$ cat config.mk
export PLATFORM = sky130hd
export DESIGN_NAME = uart_cmd_decoder
export DESIGN_NICKNAME = d
export VERILOG_FILES = /design/src/rtl/uart_cmd_decoder.sv
export SDC_FILE = /design/constraint.sdc
export NUM_CORES = 1
export LEC_CHECK = 0
export CAP_MARGIN = 30
export CORE_ASPECT_RATIO = 0.7
export CORE_MARGIN = 3
export CORE_UTILIZATION = 39
export CTS_BUF_LIST = sky130_fd_sc_hd__clkbuf_2 sky130_fd_sc_hd__clkbuf_4 sky130_fd_sc_hd__clkbuf_8
export CTS_CLUSTER_SIZE = 25
export DETAILED_ROUTE_END_ITERATION = 10
export GPL_ROUTABILITY_DRIVEN = 0
export GPL_TIMING_DRIVEN = 1
export RECOVER_POWER = 100
export SYNTH_ARGS = -nofsm -noshare
export SYNTH_HDL_FRONTEND = slang
export SYNTH_SLANG_ARGS = --single-unit
$ cat constraint.sdc
create_clock -name clk -period 7.9 [get_ports clk]
set_clock_uncertainty 0.1 [all_clocks]
set_input_delay 1.58 -clock clk [delete_from_list [all_inputs] [get_ports clk]]
set_output_delay 1.58 -clock clk [all_outputs]
set_load 0.1 [all_outputs]
$ cat src/rtl/uart_cmd_decoder.sv
// UART hex calculator command parser: turns "<hexA><op><hexB><TERM>"
// into ALU operands, an opcode and a one-cycle start pulse.
module uart_cmd_decoder #(
    parameter int          MAX_DIGITS = 8,
    parameter int          DATA_W     = 32,
    parameter logic [7:0]  TERM_CHAR  = 8'h0D
) (
    input  logic              clk,
    input  logic              rst,
    input  logic [7:0]        uart_in,
    input  logic              uart_in_valid,
    input  logic              alu_done,
    output logic [DATA_W-1:0] op_a,
    output logic [DATA_W-1:0] op_b,
    output logic [1:0]        opcode,
    output logic              alu_start,
    output logic              busy,
    output logic              err,
    output logic [1:0]        err_code
);

    localparam int CW = $clog2(MAX_DIGITS + 1);

    typedef enum logic [2:0] {
        S_A, S_B, S_ISSUE, S_WAIT, S_FLUSH
    } state_t;

    state_t            state, state_n;
    logic [DATA_W-1:0] acc, acc_n;
    logic [CW-1:0]     cnt, cnt_n;
    logic [DATA_W-1:0] op_a_n, op_b_n;
    logic [1:0]        opcode_n, err_code_n;
    logic              err_n;

    logic       is_hex, is_sp, is_op, is_term;
    logic [3:0] nib;
    logic [1:0] op_sel;

    always_comb begin
        is_hex  = 1'b0;
        nib     = 4'd0;
        is_op   = 1'b1;
        op_sel  = 2'd0;
        is_sp   = (uart_in == 8'h20);
        is_term = (uart_in == TERM_CHAR) || (uart_in == 8'h3D);
        unique case (1'b1)
            (uart_in >= 8'h30 && uart_in <= 8'h39): begin
                is_hex = 1'b1;
                nib    = uart_in[3:0];
            end
            (uart_in >= 8'h41 && uart_in <= 8'h46),
            (uart_in >= 8'h61 && uart_in <= 8'h66): begin
                is_hex = 1'b1;
                nib    = uart_in[3:0] + 4'd9;
            end
            default: ;
        endcase
        case (uart_in)
            8'h2B:   op_sel = 2'd0;
            8'h2D:   op_sel = 2'd1;
            8'h2A:   op_sel = 2'd2;
            8'h26:   op_sel = 2'd3;
            default: is_op  = 1'b0;
        endcase
    end

    always_ff @(posedge clk or posedge rst) begin
        if (rst) begin
            state    <= S_A;
            acc      <= '0;
            cnt      <= '0;
            op_a     <= '0;
            op_b     <= '0;
            opcode   <= 2'd0;
            err      <= 1'b0;
            err_code <= 2'd0;
        end else begin
            state    <= state_n;
            acc      <= acc_n;
            cnt      <= cnt_n;
            op_a     <= op_a_n;
            op_b     <= op_b_n;
            opcode   <= opcode_n;
            err      <= err_n;
            err_code <= err_code_n;
        end
    end

    always_comb begin
        state_n    = state;
        acc_n      = acc;
        cnt_n      = cnt;
        op_a_n     = op_a;
        op_b_n     = op_b;
        opcode_n   = opcode;
        err_n      = 1'b0;
        err_code_n = err_code;
        unique case (state)
            S_A, S_B: begin
                if (uart_in_valid && !is_sp) begin
                    if (is_hex) begin
                        if (cnt == CW'(MAX_DIGITS)) begin
                            err_n      = 1'b1;
                            err_code_n = 2'd2;
                            state_n    = S_FLUSH;
                        end else begin
                            acc_n = {acc[DATA_W-5:0], nib};
                            cnt_n = cnt + CW'(1);
                        end
                    end else if (is_op) begin
                        if (state == S_A && cnt != '0) begin
                            op_a_n   = acc;
                            opcode_n = op_sel;
                            acc_n    = '0;
                            cnt_n    = '0;
                            state_n  = S_B;
                        end else begin
                            err_n      = 1'b1;
                            err_code_n = 2'd3;
                            state_n    = S_FLUSH;
                        end
                    end else if (is_term) begin
                        if (state == S_B && cnt != '0) begin
                            op_b_n  = acc;
                            state_n = S_ISSUE;
                        end else begin
                            // Empty operand: drop partial input, restart at A
                            err_n      = 1'b1;
                            err_code_n = 2'd3;
                            acc_n      = '0;
                            cnt_n      = '0;
                            state_n    = S_A;
                        end
                    end else begin
                        err_n      = 1'b1;
                        err_code_n = 2'd1;
                        state_n    = S_FLUSH;
                    end
                end
            end
            S_ISSUE, S_WAIT: begin
                if (uart_in_valid) begin
                    err_n      = 1'b1;
                    err_code_n = 2'd0;
                end
                if (state == S_ISSUE) begin
                    state_n = S_WAIT;
                end else if (alu_done) begin
                    acc_n   = '0;
                    cnt_n   = '0;
                    state_n = S_A;
                end
            end
            S_FLUSH: begin
                if (uart_in_valid && is_term) begin
                    acc_n   = '0;
                    cnt_n   = '0;
                    state_n = S_A;
                end
            end
            default: state_n = S_A;
        endcase
    end

    always_comb begin
        alu_start = (state == S_ISSUE);
        busy      = (state == S_ISSUE) || (state == S_WAIT);
    end

endmodule

### After elaboration in Yosys (flattened, before gate mapping)

Index checks and enable logic that the tools add are counted.
Widths: inputs -> output; s select.

* equality and inequality tests: 25
* add/subtract/negate cells: 2
* bitwise operators: 2
* magnitude comparators: 6
* reductions and logical operators: 24
* multiplexer cells: 55

Operators with widths (number)
* $mux 32: 10
* $pmux 32 s3: 1
* $eq 8x6->1 const B: 6
* $mux 4: 10
* $mux 3: 9
* $mux 2: 9
* $ge 8x7->1 const B: 2
* $le 8x7->1 const B: 2
* $ne 4x4->1 const B: 4
* $pmux 4 s3: 1
* $reduce_and 6->1: 2
* $mux 1: 10
* $ne 2x2->1 const B: 5
* $ne 3x3->1 const B: 3
* $pmux 3 s3: 1
* $reduce_and 9->1: 1
* $eq 8x4->1 const B: 1
* $ge 8x6->1 const B: 1
* $le 8x6->1 const B: 1
* $pmux 4 s2: 1
* $logic_and 1x1->1: 7
* $eq 3x2->1 const B: 2
* $pmux 2 s3: 1
* $reduce_or 2->1: 3
* 19 further kinds: 21

* output and inout port bits: 71
* logic and storage cells: 122
* register bits: 108

### Longest topological paths before layout

Gate-level depths: netlist (run 1).

* word-level depth: 8
* mapped depth: 10
* depth with buffers taken out: 8

### Worst setup path before layout (run 1)

No wires, ideal clock.

* path kind: reg-to-output
* start: register state[2]
* end: output busy
* cell stages (with the launch flop): 3
* arrival time: 1890 ps
* path slack: 4330 ps
* path through: dfrtp_1 > clkbuf_1 > nor2_1

* cells in the longest elaborated chain, start to end: 2
* elaborated cells on any way between the ends: 3
* those cells by class: eq/ne: 2; reduce/logical: 1

Ends and longest elaborated chain
* start: declaration: RTL line 28 `state_t state, state_n;`
* start signal: assignment: RTL line 78 `state <= state_n;`
* $eq 3x2->1: RTL line 167 `busy = (state == S_ISSUE) || (state == S_WAIT);`
* $logic_or 1x1->1 *: RTL line 167
* end: declaration: RTL line 17 `output logic busy,`

Mark *: on every way between the ends. The rest lies on a longest branch, timed or not.

### Worst setup path after layout (run 1)

* start: input uart_in[1]
* end: register acc[2]

* cells in the longest elaborated chain, start to end: 8
* elaborated cells on any way between the ends: 39
* those cells by class: add/sub: 1; order compare: 6; eq/ne: 13; mux: 8; reduce/logical: 11

Ends and longest elaborated chain
* start: declaration: RTL line 10 `input logic [7:0] uart_in,`
* $ge 8x7->1, or another cell as far along: RTL line 51 `(uart_in >= 8'h41 && uart_in <= 8'h46),`
* $logic_and 1x1->1 (on tied branches): RTL line 51, 52
* $reduce_or 2->1: RTL line 46 `unique case (1'b1)`
* $pmux 4 s2: RTL line 46
* $mux 32: RTL line 102 `if (cnt == CW'(MAX_DIGITS)) begin`
* $mux 32: RTL line 101 `if (is_hex) begin`
* $mux 32: RTL line 100 `if (uart_in_valid && !is_sp) begin`
* $pmux 32 s3: RTL line 98 `unique case (state)`
* end signal: assignment: RTL line 79 `acc <= acc_n;`
* end: declaration: RTL line 29 `logic [DATA_W-1:0] acc, acc_n;`

Several ways; a longest one is shown, not always the timed one. The select of a mux whose other input is x is not followed.
A chain may end at the register's enable or synchronous reset.

==> results of run 1 <==
==> flip-flops by register name, indices dropped and copies added (netlist names) <==
name,count
err_code,2
opcode,2
op_a,32
state,3
cnt,4
err,1
op_b,32
acc,32
==> layer usage <==
| layer | track usage | part of all wire |
|---|---|---|
| met3 | 0.0437 | 0.064 |
| met4 | 0.0343 | 0.0099 |
| met1 | 0.223 | 0.51 |
| met2 | 0.218 | 0.42 |
| met5 | 0 | 0 |
==> cell type report <==
cell class	count	area, sq um
tap	157	196
clock inverter	3	21.3
fill	1068	5980
clock buffer	13	166
multi-input combinational	227	1890
sequential	108	2700
inverter	39	148
timing repair buffer	88	871
==> cells by family after synthesis <==
group | count (synthesis)
AND/OR/NAND/NOR | 86
XOR/XNOR | 2
buffers and inverters | 56
flip-flops | 108
adder cells (fa/ha/maj) | 7
AO/OA/AOI/OAI | 31
multiplexers | 101
==> per-stage QoR <==
step	util	cells
3_3_place_gp	0.486	616
2_1_floorplan	-	391
5_1_grt	0.500	635
6_report	0.500	635
3_5_place_dp	0.493	619
4_1_cts	0.509	635
==> report_power, final <==
part	total, mW	internal, mW	switching (mW)	leakage (nW)
Sequential	0.610	0.579	0.0305	1.50
Combinational	0.220	0.0845	0.135	1.31
Clock	0.319	0.139	0.179	0.0965
Total	1.15	0.803	0.345	2.90
==> cell usage in the layout (no fill, tap or decap), types with 2 or more instances in the layout <==
cell             count
dfrtp_1            108
dlygate4sd3_1       74
mux2_2              68
inv_1               38
nand2_1             37
mux2i_1             30
clkbuf_8            11
nor2_1              10
o21ai_0              8
clkdlybuf4s50_1      8
ha_1                 7
nand3_1              6
nor3_1               4
clkbuf_1             4
nand2b_1             3
o211ai_1             3
a21oi_1              3
nor2b_1              3
mux2_1               3
and2_1               2
or3b_2               2
and3_1               2
or4_1                2
nand3b_1             2
a31oi_1              2
a41o_1               2
clkbuf_4             2
==> final timing paths <==
path / to / slack (ns) / depth (start not counted)
worst min-delay path: err_code[0]$_DFFE_PP0P_ / 0.40 / 1
worst min register to register: err_code[0]$_DFFE_PP0P_ / 0.40 / 1
worst max-delay path: acc[2]$_DFFE_PP0P_ / 2.00 / 10
max in group asynchronous: acc[0]$_DFFE_PP0P_ / 3.50 / 3
worst max register to register: acc[2]$_DFFE_PP0P_ / 3.47 / 7
min in group asynchronous: op_a[15]$_DFFE_PP0P_ / 1.78 / 2
==> synth_stat cells, drive strengths merged (4+ instances only) <==
cell type  instances  area (sq um)
dfrtp            108          2700
mux2              71           800
inv               39           146
nand2             37           139
mux2i             30           300
buf               13           116
nor2              11          41.3
o21ai              9          45.0
ha                 7          87.6
nand3              6          35.0
clkbuf             4          15.0
nor3               4          20.0
==> metrics.log, run 1 <==
INFO  metric status = finished with violations
INFO  metric violations = max-capacitance violations, max-slew violations
INFO  metric setup.worst_path.start = uart_in[1]
INFO  metric clk_path_buf_depth = 2
INFO  metric synth-async-reset-ratio = 1.00
INFO  metric drc_errors = 0
INFO  metric postCtsSetupRepairBufs = 0
INFO  metric avgSynthCellArea = about 12 sq um
INFO  metric cpMaxStageDelayCell = clkbuf_1
INFO  metric drive_gt1_frac = 0.201
INFO  metric antenna_found_initial = 0
INFO  metric synth_compound_gate_area_share = 0.0482
INFO  metric post-dp-hpwl = 7170 um
INFO  metric place_area = just under 6000 sq um
INFO  metric worst_setup_hold_path_clk_slew = roughly 0.09 ns
INFO  metric path_buf_inv = 3
INFO  metric fin_tns_setup = 0 ns
INFO  metric worstHoldStart = err_code[0]$_DFFE_PP0P_
INFO  metric cts_sinks = 108
INFO  metric die_w = ~140 um
INFO  metric portBuffers = approximately 80
INFO  metric synth.area.mux_share = 0.225
INFO  metric htreeDepth = 3
INFO  metric layout.nets = between 400 and 500
INFO  metric core_area = 12,000 sq um
INFO  metric vias_cell = between 5 and 6
INFO  metric synth_simple_gate_area_share = 0.0948
INFO  metric floorplan.die.height = about 100 um
INFO  metric finalMaxSlewViolations = ~110
INFO  metric critical_path_arrival = ~6.0 ns
INFO  metric synth_ff_type = dfrtp_1
INFO  metric ctsResizeCount = 0
INFO  metric final_area = 5990 sq um
INFO  metric yosys_warnings = 0
INFO  metric antenna_nets_post_route = 0
INFO  metric synth-adder-area-share = 0.0179
INFO  metric synthToLayoutAreaGrowth = 22.7%
INFO  metric worst_min_path_class = reg2reg
INFO  metric cellPowerDensity = 192 nW/um^2
INFO  metric power.ir.vdd_worst = 0.216 mV
INFO  metric dr.first_iter.drc_count = between 100 and 150
INFO  metric max_slew_margin = -0.651
INFO  metric first_global_vias = 3,271
INFO  metric drtPass1Iterations = 4
INFO  metric grt_usage = 0.150
INFO  metric synth_register_bits = around 110
INFO  metric netlist_area = a little under 5000 sq um
INFO  metric setup_viol_count_final = 0
INFO  metric diodes = 0
INFO  metric timing.critical_path.to_type = flip-flop
INFO  metric critPathTopFamily = buffers and inverters
INFO  metric worst-setup-path-type = in2reg
INFO  metric setup_ws = approximately 2 ns
INFO  metric worst_slew_pin_slew = 2.48 ns
INFO  metric detailroute.via_count = approximately 3,200
INFO  metric start_util = 0.408
INFO  metric drt_wl_total = slightly above 10,000 um
INFO  metric unique_cell_type_count_in_the_yosys_netlist = between 50 and 60
INFO  metric crit-reg2reg-launch = state[2]$_DFFE_PP0P_
INFO  metric fraction_of_synthesized_cell_area_in_xor_and_xnor_cells = 0.00359
INFO  metric achievable-frequency = 0.170 GHz
INFO  metric sequential_element_share_of_the_synthesized_area = 0.553
INFO  metric cts_tree = built
INFO  metric placement_rows = 33
INFO  metric synth_edf_count = 0
INFO  metric totalPowerFinal = 1.15 mW
INFO  metric ctsRootBufferMaster = clkbuf_8
INFO  metric startpoint_type = primary input
INFO  metric grt_remaining_overflow = 0
INFO  metric timing.final.crit_share = 0.746
INFO  metric cts_hold_buffers = 0
INFO  metric synth_fp_nets = 410
INFO  metric combinational_family_with_the_most_area_after_synthesis = multiplexers
INFO  metric timing.critical_path.fanout_max = 36
INFO  metric postSynthCellCount = approximately 390
INFO  metric minimum_clock_period = 5.90 ns
INFO  metric die_area = about 14,000 sq um
INFO  metric timing.final.hold_violations = 0
INFO  metric routed_wire_length_per_instance = roughly 16 um
INFO  metric num_io_pins = 83
INFO  metric crit_required = around 8.1 ns
INFO  metric timing.critical_path.slowest_cell_delay = ~1.8 ns
INFO  metric leakagePower = slightly below 3 nW
INFO  metric numCtsBuffers = 9
INFO  metric hold_ws = between 0.4 and 0.5 ns
INFO  metric pin_count_of_the_biggest_net_entering_global_routing = 47
INFO  metric grt_setup_unrepaired = no
INFO  metric max_cap_viol_count = 4
INFO  metric clk_latency = about 0.37 ns
INFO  metric critical_path.cell_chain = dlygate4sd3_1 -> inv_1 -> ha_1 -> nand3b_1 -> o2111a_2 -> nand3_1 -> a311oi_2 -> a21boi_0 -> clkbuf_1 -> mux2_2
INFO  metric preCtsSetupSlack = approximately 3.1 ns
INFO  metric grt_pass1_wl = roughly 17,000 um
Note: power is estimated with default switching activity, not from simulation.
==> run 2, diff against run 1 <==
clock period = 4.9 ns   (was 7.9 ns; I/O delays follow)
==> run 2 against run 1 <==
Net effect:
- the run still ends with max-capacitance violations, max-slew violations left
- hold slack worse by 0.0098 ns
- highest routed layer unchanged
- final area is 0.63% higher
- wire length is 1.1% higher
- critical path depth is 3 lower
- sequential power is 61% higher
- final cell count is 0.16% lower
- non-clock buffer count stayed put
- global-route usage is 0.43 points higher
- combinational power is 58% higher
- via count is 0.44% lower
==> metrics.log, run 2 (synthesis results as in run 1) <==
INFO  metric status = finished with violations (unchanged)
INFO  metric violations = max-capacitance violations, max-slew violations (unchanged)
INFO  metric portBuffers = 82 (unchanged)
INFO  metric detailroute.via_count = 3,174 (was 3,188)
INFO  metric die_w = 140 um (unchanged)
INFO  metric grt_setup_unrepaired = no (unchanged)
INFO  metric ctsResizeCount = 0 (unchanged)
INFO  metric timing.critical_path.fanout_max = 17 (was 36)
INFO  metric timing.critical_path.to_type = flip-flop (unchanged)
INFO  metric critPathTopFamily = simple AND/OR/NAND/NOR gates (was buffers and inverters)
INFO  metric layout.nets = 492 (unchanged)
INFO  metric p_switching = 0.539 mW (was 0.345 mW)
INFO  metric final_area = 6030 sq um (was 5990 sq um)
INFO  metric final_cell_mix = dfrtp_1 (108), dlygate4sd3_1 (73), mux2_2 (68) (was dfrtp_1 (108), dlygate4sd3_1 (74), mux2_2 (68))
INFO  metric minimum_clock_period = ~4.3 ns
INFO  metric comb_power_share = 0.190 (was 0.191)
INFO  metric timing.final.hold_violations = 0 (unchanged)
INFO  metric pin_count_of_the_biggest_net_entering_global_routing = 61 (was 47)
INFO  metric timing.final.crit_share = 0.871
INFO  metric max_slew_margin = -0.704 (was -0.651)
INFO  metric ctsRootBufferMaster = clkbuf_8 (unchanged)
INFO  metric drive_gt1_frac = 0.208 (was 0.201)
INFO  metric crit_required = 5.05 ns (was 8.05 ns)
INFO  metric worst_setup_hold_path_clk_slew = 0.09 ns (about the same)
INFO  metric cts_tree = built (unchanged)
INFO  metric cellPowerDensity = 304 nW/um^2 (was 192 nW/um^2)
INFO  metric cts_hold_buffers = 0 (unchanged)
INFO  metric critical_path_arrival = 4.41 ns (was 6.04 ns)
INFO  metric leakagePower = 2.92 nW (was 2.90 nW)
INFO  metric placement_rows = 33 (unchanged)
INFO  metric layout.cells.most_common = dfrtp_1 (unchanged)
INFO  metric power.ir.vdd_worst = 0.182 mV (was 0.216 mV)
INFO  metric sw_frac_of_total = 0.294 (was 0.300)
INFO  metric clk_latency = 0.36 ns (was 0.37 ns)
INFO  metric first_global_vias = 3,290 (was 3,271)
INFO  metric post-dp-hpwl = 7330 um (was 7170 um)
INFO  metric max_cap_viol_count = 2 (was 4)
INFO  metric path_buf_inv = 2 (was 3)
INFO  metric antenna_nets_post_route = 0 (unchanged)
INFO  metric worst_slew_pin_slew = 2.54 ns (was 2.48 ns)
INFO  metric drtPass1Iterations = 4 (unchanged)
INFO  metric reg_top3 = acc (32), op_a (32), op_b (32) (unchanged)
INFO  metric place_area = 5880 sq um (was 5900 sq um)
INFO  metric dr.first_iter.drc_count = 157 (was 140)
INFO  metric cts_sinks = 108 (unchanged)
INFO  metric timing.critical_path.slowest_cell_delay = 1.24 ns (was 1.78 ns)
INFO  metric synthToLayoutAreaGrowth = 23.5% (was 22.7%)
INFO  metric final.fill_count = 1,058 (was 1,068)
INFO  metric clk_path_buf_depth = 2 (unchanged)
INFO  metric num_io_pins = 83 (unchanged)
INFO  metric finalMaxSlewViolations = 77 (was 111)
INFO  metric antenna_found_initial = 0 (unchanged)
INFO  metric vias_cell = 5.01 (was 5.02)
INFO  metric power.share.clock = 0.274 (was 0.277)
INFO  metric routed_wire_length_per_instance = 16.2 um (was 16.0 um)
INFO  metric die_area = 13,900 sq um (unchanged)
INFO  metric drc_errors = 0 (unchanged)
INFO  metric cpMaxStageDelayCell = nor2_1 (was clkbuf_1)
INFO  metric diodes = 0 (unchanged)
INFO  metric seqPwrFrac = 0.537 (was 0.531)
INFO  metric worst_min_path_class = reg2reg (unchanged)
INFO  metric htreeDepth = 3 (unchanged)
INFO  metric startpoint_type = primary input (unchanged)
INFO  metric numCtsBuffers = 9 (unchanged)
INFO  metric achievable-frequency = 0.234 GHz
INFO  metric floorplan.die.height = 99.6 um (unchanged)
INFO  metric grt_usage = 0.154 (was 0.150)
INFO  metric core_area = 12,000 sq um (unchanged)
INFO  metric worst-setup-path-type = in2reg (unchanged)
INFO  metric p_int = 1.29 mW (was 0.803 mW)
INFO  metric setup_viol_count_final = 0 (unchanged)
INFO  metric drt_wl_total = 10,300 um (was 10,200 um)
INFO  metric fin_tns_setup = 0 ns (unchanged)
INFO  metric postCtsSetupRepairBufs = 0 (unchanged)
INFO  metric start_util = 0.408 (unchanged)
INFO  metric grt_remaining_overflow = 0 (unchanged)
INFO  metric grt_pass1_wl = 17,300 um (was 16,800 um)
INFO  metric critical_path.cell_chain = clkdlybuf4s50_1 -> nor4bb_1 -> and3_1 -> nand2_1 -> nor2_1 -> buf_12 -> mux2_2 (was dlygate4sd3_1 -> inv_1 -> ha_1 -> nand3b_1 -> o2111a_2 -> nand3_1 -> a311oi_2 -> a21boi_0 -> clkbuf_1 -> mux2_2)
INFO  metric totalPowerFinal = 1.83 mW (was 1.15 mW)
[run 2: through the flow]
step,hold slack [ns],setup WS (ns),util,cells
finish,0.390,0.635,0.504,634
global route,0.425,0.450,0.504,634
CTS,0.417,1.06,0.506,634
detailed placement,0.395,0.680,0.491,619
global placement,0.390,0.780,0.491,619
floorplan,0.392,0.974,-,391
[run 2: final cells by class]
type                       count  area [sq um]  area share
timing repair buffer          88           903       0.150
multi-input combinational    227          1900       0.315
inverter                      39           148      0.0245
sequential                   108          2700       0.448
clock inverter                 1          7.51     0.00125
clock buffer                  14           174      0.0288
tap                          157           196      0.0326
[run 2: power groups by stage]
stage	Combinational [mW]	Sequential (mW)	Clock, mW
after floorplan	0.265	1.04	0
final	0.348	0.984	0.501
after detailed placement	0.362	1.00	0
after global placement	0.356	1.00	0
after CTS	0.363	0.985	0.526
after global routing	0.379	0.994	0.567
[run 2: path summary, 6_finish.rpt]
path                                    startpoint                       to  slack, ns  depth (start not counted)
setup / recovery                        uart_in[2]     op_b[10]$_DFFE_PP0P_       0.63                          7
hold / removal             err_code[0]$_DFFE_PP0P_  err_code[0]$_DFFE_PP0P_       0.39                          1
setup reg to reg                cnt[0]$_DFFE_PP0P_     op_b[10]$_DFFE_PP0P_       1.53                          8
hold reg to reg            err_code[0]$_DFFE_PP0P_  err_code[0]$_DFFE_PP0P_       0.39                          1
max in group asynchronous                      rst  err_code[1]$_DFFE_PP0P_       1.79                          3
min in group asynchronous                      rst     op_b[12]$_DFFE_PP0P_       1.69                          2
[run 2: per-layer routing]
| metal | global-route usage | wire length (um) | vias up |
|---|---|---|---|
| met5 | 0 | 0 | - |
| met4 | 0.0372 | 85 | 0 |
| met3 | 0.0529 | 634 | 9 |
| met2 | 0.219 | 4380 | 74 |
| met1 | 0.227 | 5180 | 1585 |
| li1 | - | - | 1506 |
==> run 3, diff against run 2 <==
CORE_UTILIZATION = 40   (was 39)
PLACE_DENSITY = 0.65   (was not set)
==> run 3 against run 2 <==
Net effect:
- the flow still finishes with violations (max-capacitance violations, max-slew violations)
- global-route usage is 0.13 points lower
- power rose by 3.2%
- worst setup slack got worse by 0.0063 ns
- core utilization increased by 1.1 points
- clock power up 12%
- first-iteration DRC count decreased by 4.5%
- critical path depth increased by 3
- sequential share of layout area decreased by 0.32 points
- final cell count up 0.32%
- wire length is 1.2% lower
- critical path type unchanged
- critical endpoint is now acc[16]$_DFFE_PP0P_
- largest cell class unchanged
==> metrics.log, run 3 (synthesis results as in run 1) <==
INFO  metric die_w = 138 um (was 140 um)
INFO  metric first_global_vias = 3,145 (was 3,290)
INFO  metric drt_wl_total = 10,100 um (was 10,300 um)
INFO  metric final_area = 6070 sq um (was 6030 sq um)
INFO  metric final_cell_mix = dfrtp_1 (108), dlygate4sd3_1 (74), mux2_2 (68) (was dfrtp_1 (108), dlygate4sd3_1 (73), mux2_2 (68))
INFO  metric floorplan.die.height = 98.4 um (was 99.6 um)
INFO  metric fin_tns_setup = 0 ns (unchanged)
INFO  metric post-dp-hpwl = 7250 um (was 7330 um)
INFO  metric core_area = 11,800 sq um (was 12,000 sq um)
INFO  metric htreeDepth = 3 (unchanged)
INFO  metric layout.nets = 493 (was 492)
INFO  metric minimum_clock_period = 4.27 ns (about the same)
INFO  metric crit_required = 5.09 ns (was 5.05 ns)
INFO  metric timing.critical_path.fanout_max = 22 (was 17)
INFO  metric max_cap_viol_count = 1 (was 2)
INFO  metric worst-setup-path-type = in2reg (unchanged)
INFO  metric crit-reg2reg-launch = state[2]$_DFFE_PP0P_ (was cnt[0]$_DFFE_PP0P_)
INFO  metric endpoint = acc[16]$_DFFE_PP0P_ (was op_b[10]$_DFFE_PP0P_)
INFO  metric layout.core_utilization = 0.514 (was 0.504)
INFO  metric clk_latency = 0.37 ns (was 0.36 ns)
INFO  metric worstHoldStart = err_code[0]$_DFFE_PP0P_ (unchanged)
INFO  metric worst_setup_hold_path_clk_slew = 0.09 ns (about the same)
INFO  metric drtPass1Iterations = 4 (unchanged)
INFO  metric multi_input_area = 1900 sq um (about the same)
INFO  metric max_slew_margin = -0.796 (was -0.704)
INFO  metric setup_viol_count_final = 0 (unchanged)
INFO  metric regToRegSetupSlack = 1.57 ns (was 1.53 ns)
INFO  metric r2r_cells = 7 (was 8)
INFO  metric grt_remaining_overflow = 0 (unchanged)
INFO  metric diodes = 0 (unchanged)
INFO  metric r2r_endpoint = acc[16]$_DFFE_PP0P_ (was op_b[10]$_DFFE_PP0P_)
INFO  metric synthToLayoutAreaGrowth = 24.4% (was 23.5%)
INFO  metric power.ir.vdd_worst = 0.159 mV (was 0.182 mV)
INFO  metric achievable-frequency = 0.234 GHz (about the same)
INFO  metric num_io_pins = 83 (unchanged)
INFO  metric preCtsSetupSlack = 0.664 ns (was 0.680 ns)
INFO  metric setup.worst_path.start = uart_in[1] (was uart_in[2])
INFO  metric placement_rows = 33 (unchanged)
INFO  metric cellPowerDensity = 312 nW/um^2 (was 304 nW/um^2)
INFO  metric drive_gt1_frac = 0.211 (was 0.208)
INFO  metric cts_tree = built (unchanged)
INFO  metric cts_sinks = 108 (unchanged)
INFO  metric detailroute.via_count = 3,172 (was 3,174)
INFO  metric dr.first_iter.drc_count = 150 (was 157)
INFO  metric grt_usage = 0.153 (was 0.154)
INFO  metric routed_wire_length_per_instance = 16.0 um (was 16.2 um)
INFO  metric worst_min_path_class = reg2reg (unchanged)
INFO  metric grt_pass1_wl = 16,900 um (was 17,300 um)
INFO  metric die_area = 13,600 sq um (was 13,900 sq um)
INFO  metric finalMaxSlewViolations = 75 (was 77)
INFO  metric drc_errors = 0 (unchanged)
INFO  metric reg_top3 = acc (32), op_a (32), op_b (32) (unchanged)
INFO  metric status = finished with violations (unchanged)
INFO  metric start_util = 0.414 (was 0.408)
INFO  metric antenna_found_initial = 0 (unchanged)
INFO  metric antenna_nets_post_route = 0 (unchanged)
INFO  metric timing.final.crit_share = 0.872 (was 0.871)
INFO  metric critical_path_arrival = 4.46 ns (was 4.41 ns)
INFO  metric final.fill_count = 1,074 (was 1,058)
INFO  metric numCtsBuffers = 9 (unchanged)
INFO  metric timing.critical_path.to_type = flip-flop (unchanged)
INFO  metric pin_count_of_the_biggest_net_entering_global_routing = 75 (was 61)
INFO  metric violations = max-capacitance violations, max-slew violations (unchanged)
INFO  metric worst_slew_pin_slew = 2.69 ns (was 2.54 ns)
INFO  metric postCtsSetupRepairBufs = 0 (unchanged)
INFO  metric grt_setup_unrepaired = no (unchanged)
INFO  metric seq_area = 2700 sq um (unchanged)
INFO  metric vias_cell = 4.99 (was 5.01)
INFO  metric layout.cells.most_common = dfrtp_1 (unchanged)
INFO  metric portBuffers = 82 (unchanged)
INFO  metric clk_path_buf_depth = 2 (unchanged)
INFO  metric ctsResizeCount = 0 (unchanged)
INFO  metric startpoint_type = primary input (unchanged)
INFO  metric leakagePower = 2.94 nW (was 2.92 nW)
INFO  metric timing.final.hold_violations = 0 (unchanged)
INFO  metric setup_ws = 0.628 ns (was 0.635 ns)
INFO  metric place_area = 5910 sq um (was 5880 sq um)
INFO  metric cts_hold_buffers = 0 (unchanged)
INFO  metric ctsRootBufferMaster = clkbuf_8 (unchanged)
## run 3: worst min-delay path by stage
stage                                    to  slack (ns)  cells after the start
global placement       op_a[23]$_DFFE_PP0P_        0.39                      1
finish              err_code[0]$_DFFE_PP0P_        0.39                      1
detailed placement     op_b[19]$_DFFE_PP0P_        0.39                      1
CTS                     op_a[8]$_DFFE_PP0P_        0.42                      1
global route           op_b[18]$_DFFE_PP0P_        0.42                      1
floorplan                acc[0]$_DFFE_PP0P_        0.39                      1
## run 3: routing by layer
metal | global-route usage | share of wire | vias up
li1 | - | - | 1513
met1 | 0.232 | 0.51 | 1567
met2 | 0.216 | 0.42 | 82
met3 | 0.0466 | 0.055 | 10
met4 | 0.0342 | 0.0075 | 0
met5 | 0 | 0 | -
## run 3: critical path, stage by stage
cell and delay [ns]:
dlygate4sd3_1 0.61, inv_1 0.12, ha_1 0.26, nand3b_1 0.14
o2111a_1 0.28, nand3_1 0.26, a311oi_2 0.42, a21boi_2 0.87
buf_12 0.29, mux2i_1 0.21
## run 3: final cells by class
class,count,share of cell area
multi-input combinational,227,0.314
timing repair buffer,89,0.150
clock inverter,3,0.00742
inverter,39,0.0241
clock buffer,13,0.0274
tap,157,0.0323
sequential,108,0.445
## run 3: per-stage QoR
step | total power, mW | hold WS [ns] | cells
finish | 1.89 | 0.393 | 636
global placement | 1.36 | 0.390 | 619
CTS | 1.93 | 0.416 | 636
global route | 1.99 | 0.424 | 636
detailed placement | 1.36 | 0.395 | 620
floorplan | 1.30 | 0.392 | 391
## run 3: power breakdown
part           internal (mW)  switching, mW
clock                  0.276          0.284
sequential             0.934         0.0509
combinational          0.131          0.216
==> RTL edit 1 (flow settings as in run 2) <==
Change the parameter `DATA_W` from 32 to 28.
--- a/src/rtl/uart_cmd_decoder.sv
+++ b/src/rtl/uart_cmd_decoder.sv
@@ -2,7 +2,7 @@
 // into ALU operands, an opcode and a one-cycle start pulse.
 module uart_cmd_decoder #(
     parameter int          MAX_DIGITS = 8,
-    parameter int          DATA_W     = 32,
+    parameter int          DATA_W     = 28,
     parameter logic [7:0]  TERM_CHAR  = 8'h0D
 ) (
     input  logic              clk,
Interface: changed (resized op_a and op_b); port bits go from 83 to 75. No check against the original RTL was run, so the function may have changed too.
==> RTL edit 1 against run 2 <==
- the run still ends with max-capacitance violations, max-slew violations left
- maximum frequency rose by 3.1%
- sequential cell count fell by 12
- worst setup slack improved by 130 ps
- clock power is 3% higher
- area after synthesis decreased by 11%
- non-clock buffer count fell by 4
- synthesized cell count down 1.5%
- final area down 11%
- routed wire length shrank 8.6%
- power grew 5.6%
==> RTL edit 1: results <==
{
  "irDropWorstVdd_uv": 260,
  "use_met1_pct": 23.0,
  "met3_length_um": 447,
  "track_usage_pct": 16.2,
  "hold_depth": 2,
  "place_inst": 596,
  "ys_top_cells_by_count": "dfrtp_1, nand2_1, mux2_2, inv_1, o21ai_0",
  "violations": "max-capacitance violations, max-slew violations",
  "max_cap_viol_count": 2,
  "reg_top3": "acc x28, op_a x28, op_b x28",
  "io_buffer_count": 74,
  "place_area_mm2": 0.00523,
  "worst_hold_slack_ps": 382,
  "p_leak_nw": 2.53,
  "wl_met1_um": 4800,
  "grt_pass1_wl_um": 16100,
  "worstHoldStart": "opcode[1]",
  "multi_input_area_mm2": 0.00167,
  "drt_iter0_drc": 156,
  "hpwl_um": 6640,
  "yosysUniqueCellTypes": 50,
  "synthCells": 385,
  "synth_mux_area_share_pct": 16.4,
  "use_met3_pct": 4.74,
  "min_period_ps": 4140,
  "drive_gt1_share_pct": 15.2,
  "synth_xor_area_share_pct": 0.402,
  "stdcell_count": 610,
  "grt_pass1_vias": 3100,
  "synth_fp_nets": 404,
  "use_met2_pct": 24.2,
  "synth-seq-area-share_pct": 55.1,
  "crit_arrival_ps": 4300,
  "status": "complete, but fails checks",
  "hold_path_end": "opcode[1]",
  "dr_wl_met2_um": 4030,
  "internal_power_mw": 1.27,
  "setup.worst_path.start": "uart_in[1]",
  "crit_path_max_incr_delay_ps": 1140,
  "dr_total_vias": 2957,
  "yosys-top-cells-area": "dfrtp_1, mux2_2, mux2i_1",
  "drt-total-wl_um": 9390,
  "num-nets-final": 478,
  "synth-compound-area-share_pct": 9.02,
  "critical_path.endpoint": "op_b[12]",
  "drv_slew": 42
}
## RTL edit 1: cell type report
type | count | area share (%)
tap | 148 | 3.44
clock inverter | 3 | 0.813
sequential | 96 | 44.6
inverter | 34 | 2.39
multi-input combinational | 234 | 31.1
clock buffer | 11 | 2.70
timing repair buffer | 84 | 15.0
## RTL edit 1: power by group through the flow
stage / registers, mW / logic (mW) / clock network (mW)
global placement: 0.977 / 0.463 / 0
global route: 0.977 / 0.505 / 0.569
CTS: 0.964 / 0.473 / 0.537
floorplan: 1.10 / 0.227 / 0
detailed placement: 0.979 / 0.470 / 0
finish: 0.962 / 0.457 / 0.516
## RTL edit 1: worst register-to-register path, stage by stage, from the launching register on
cell	delay (ps)
dfrtp_1	400
inv_1	70
ha_1	210
nor3b_1	160
nor3_1	200
nand3_1	160
nor2_1	1140
buf_4	370
mux2_2	350
==> RTL edit 2 (flow settings as in run 2) <==
Without the edit above. Register the inputs `uart_in`, `uart_in_valid` and `alu_done` before use, cleared by the reset. The logic sees them one clock later.
--- a/src/rtl/uart_cmd_decoder.sv
+++ b/src/rtl/uart_cmd_decoder.sv
@@ -25,6 +25,22 @@
         S_A, S_B, S_ISSUE, S_WAIT, S_FLUSH
     } state_t;
 
+    logic [7:0] uart_q;
+    logic uart_in_valid_q;
+    logic alu_done_q;
+
+    always_ff @(posedge clk or posedge rst) begin
+        if (rst) begin
+            uart_q          <= '0;
+            uart_in_valid_q <= '0;
+            alu_done_q      <= '0;
+        end else begin
+            uart_q          <= uart_in;
+            uart_in_valid_q <= uart_in_valid;
+            alu_done_q      <= alu_done;
+        end
+    end
+
     state_t            state, state_n;
     logic [DATA_W-1:0] acc, acc_n;
     logic [CW-1:0]     cnt, cnt_n;
@@ -41,21 +57,21 @@
         nib     = 4'd0;
         is_op   = 1'b1;
         op_sel  = 2'd0;
-        is_sp   = (uart_in == 8'h20);
-        is_term = (uart_in == TERM_CHAR) || (uart_in == 8'h3D);
+        is_sp   = (uart_q == 8'h20);
+        is_term = (uart_q == TERM_CHAR) || (uart_q == 8'h3D);
         unique case (1'b1)
-            (uart_in >= 8'h30 && uart_in <= 8'h39): begin
+            (uart_q >= 8'h30 && uart_q <= 8'h39): begin
                 is_hex = 1'b1;
-                nib    = uart_in[3:0];
+                nib    = uart_q[3:0];
             end
-            (uart_in >= 8'h41 && uart_in <= 8'h46),
-            (uart_in >= 8'h61 && uart_in <= 8'h66): begin
+            (uart_q >= 8'h41 && uart_q <= 8'h46),
+            (uart_q >= 8'h61 && uart_q <= 8'h66): begin
                 is_hex = 1'b1;
-                nib    = uart_in[3:0] + 4'd9;
+                nib    = uart_q[3:0] + 4'd9;
             end
             default: ;
         endcase
-        case (uart_in)
+        case (uart_q)
             8'h2B:   op_sel = 2'd0;
             8'h2D:   op_sel = 2'd1;
             8'h2A:   op_sel = 2'd2;
@@ -97,7 +113,7 @@
         err_code_n = err_code;
         unique case (state)
             S_A, S_B: begin
-                if (uart_in_valid && !is_sp) begin
+                if (uart_in_valid_q && !is_sp) begin
                     if (is_hex) begin
                         if (cnt == CW'(MAX_DIGITS)) begin
                             err_n      = 1'b1;
@@ -139,20 +155,20 @@
                 end
             end
             S_ISSUE, S_WAIT: begin
-                if (uart_in_valid) begin
+                if (uart_in_valid_q) begin
                     err_n      = 1'b1;
                     err_code_n = 2'd0;
                 end
                 if (state == S_ISSUE) begin
                     state_n = S_WAIT;
-                end else if (alu_done) begin
+                end else if (alu_done_q) begin
                     acc_n   = '0;
                     cnt_n   = '0;
                     state_n = S_A;
                 end
             end
             S_FLUSH: begin
-                if (uart_in_valid && is_term) begin
+                if (uart_in_valid_q && is_term) begin
                     acc_n   = '0;
                     cnt_n   = '0;
                     state_n = S_A;
Formal check against the unedited RTL: not equivalent (a bounded check fails within 4 cycles, from zero or initial values and one cycle with rst high).
==> RTL edit 2 against run 2 <==
- the flow still finishes with violations (max-capacitance violations, max-slew violations)
- sequential cell count up 10
- largest cell class unchanged
- register-to-register slack got worse by 560 ps
- power grew 24%
- synthesized cell count shrank 14%
- worst setup slack better by 340 ps
- largest power group unchanged
- sequential power is 8% higher
- area after synthesis grew 1.1%
- global-route usage about the same
- count of clock-buffer cells in the layout grew 8
- final area up 2.2%
- routed wire length barely moved
==> RTL edit 2: results <==
{
  "htreeDepth": 4,
  "dr_wl_met2_um": 4410,
  "max_cap_viol_count": 2,
  "use_met2_pct": 21.8,
  "status": "complete, but fails checks",
  "synth-seq-area-share_pct": 59.8,
  "crit_arrival_ps": 4130,
  "hold_path_class": "flop to flop",
  "irDropWorstVdd_uv": 181,
  "place_area_mm2": 0.00586,
  "synth_mux_area_share_pct": 17.3,
  "fmax_mhz": 254,
  "tightest_slew_ps": 1810,
  "cts_resized": 0,
  "track_usage_pct": 15.5,
  "crit_path_max_incr_delay_ps": 880,
  "worst_hold_slack_ps": 378,
  "grt_max_degree": 43,
  "hpwl_um": 6760,
  "wl_per_cell_um": 17.4,
  "antenna_found_initial": 0,
  "drt_iter0_drc": 171,
  "synth_xor_area_share_pct": 0.355,
  "critical_path.endpoint": "cnt[2]",
  "drive_gt1_share_pct": 19.1,
  "vias_per_cell": 5.21,
  "p_leak_nw": 3.15,
  "pwr-share-comb_pct": 13.5,
  "synth_fp_nets": 353,
  "cts_made_buffers": 17,
  "grt_pass1_vias": 3094,
  "violations": "max-capacitance violations, max-slew violations",
  "synth-compound-area-share_pct": 11.5,
  "place_inst": 559,
  "yosys-top-cells-area": "dfrtp_1, mux2_2, mux2_4",
  "use_met3_pct": 4.24,
  "num-nets-final": 440,
  "clkLatencyLatePin_ps": 420,
  "hold_path_end": "opcode[1]",
  "met3_length_um": 608,
  "synth_fa_ha_area_share_pct": 1.52,
  "grt_pass1_wl_um": 17000,
  "stdcell_count": 592,
  "place_ws_ps": 1530,
  "use_met1_pct": 22.8,
  "drv_slew": 57,
  "setup.worst_path.start": "uart_q[0]",
  "clk_pin_slew_ps": 70,
  "cp_max_fo": 35,
  "p_sw_share_pct": 27.8,
  "ys_top_cells_by_count": "dfrtp_1, mux2_2, a22o_1, mux2_4, inv_1",
  "hold_depth": 2,
  "clockPowerShare_pct": 40.0
}
==> RTL edit 2: cell types whose count changed in the layout (fill, tap and decap cells not counted), moves of 10 or more <==
cell	before	now
a22o_1	0	30
mux2i_1	30	0
inv_1	38	9
mux2_2	68	40
nand2_1	37	10
mux2_1	3	27
dfrtp_1	108	118
==> RTL edit 2: cell type report <==
class | count | area [um^2] | share of cell area [%]
Clock inverter | 10 | 128 | 2.07
Sequential cell | 118 | 2950 | 47.9
Inverter | 10 | 38.8 | 0.630
Timing Repair Buffer | 85 | 861 | 14.0
Tap cell | 157 | 196 | 3.19
Clock buffer | 22 | 284 | 4.61
Multi-Input combinational cell | 190 | 1700 | 27.6
==> RTL edit 2: critical path, delay by kind of cell, from the launching register on <==
kind | cells | cell delay [ps]
and+or+nand+nor | 2 | 1080
adders and majority gates | 1 | 240
buffers and inverters | 1 | 100
DFF | 1 | 440
AOI/OAI and AO/OA | 4 | 1840
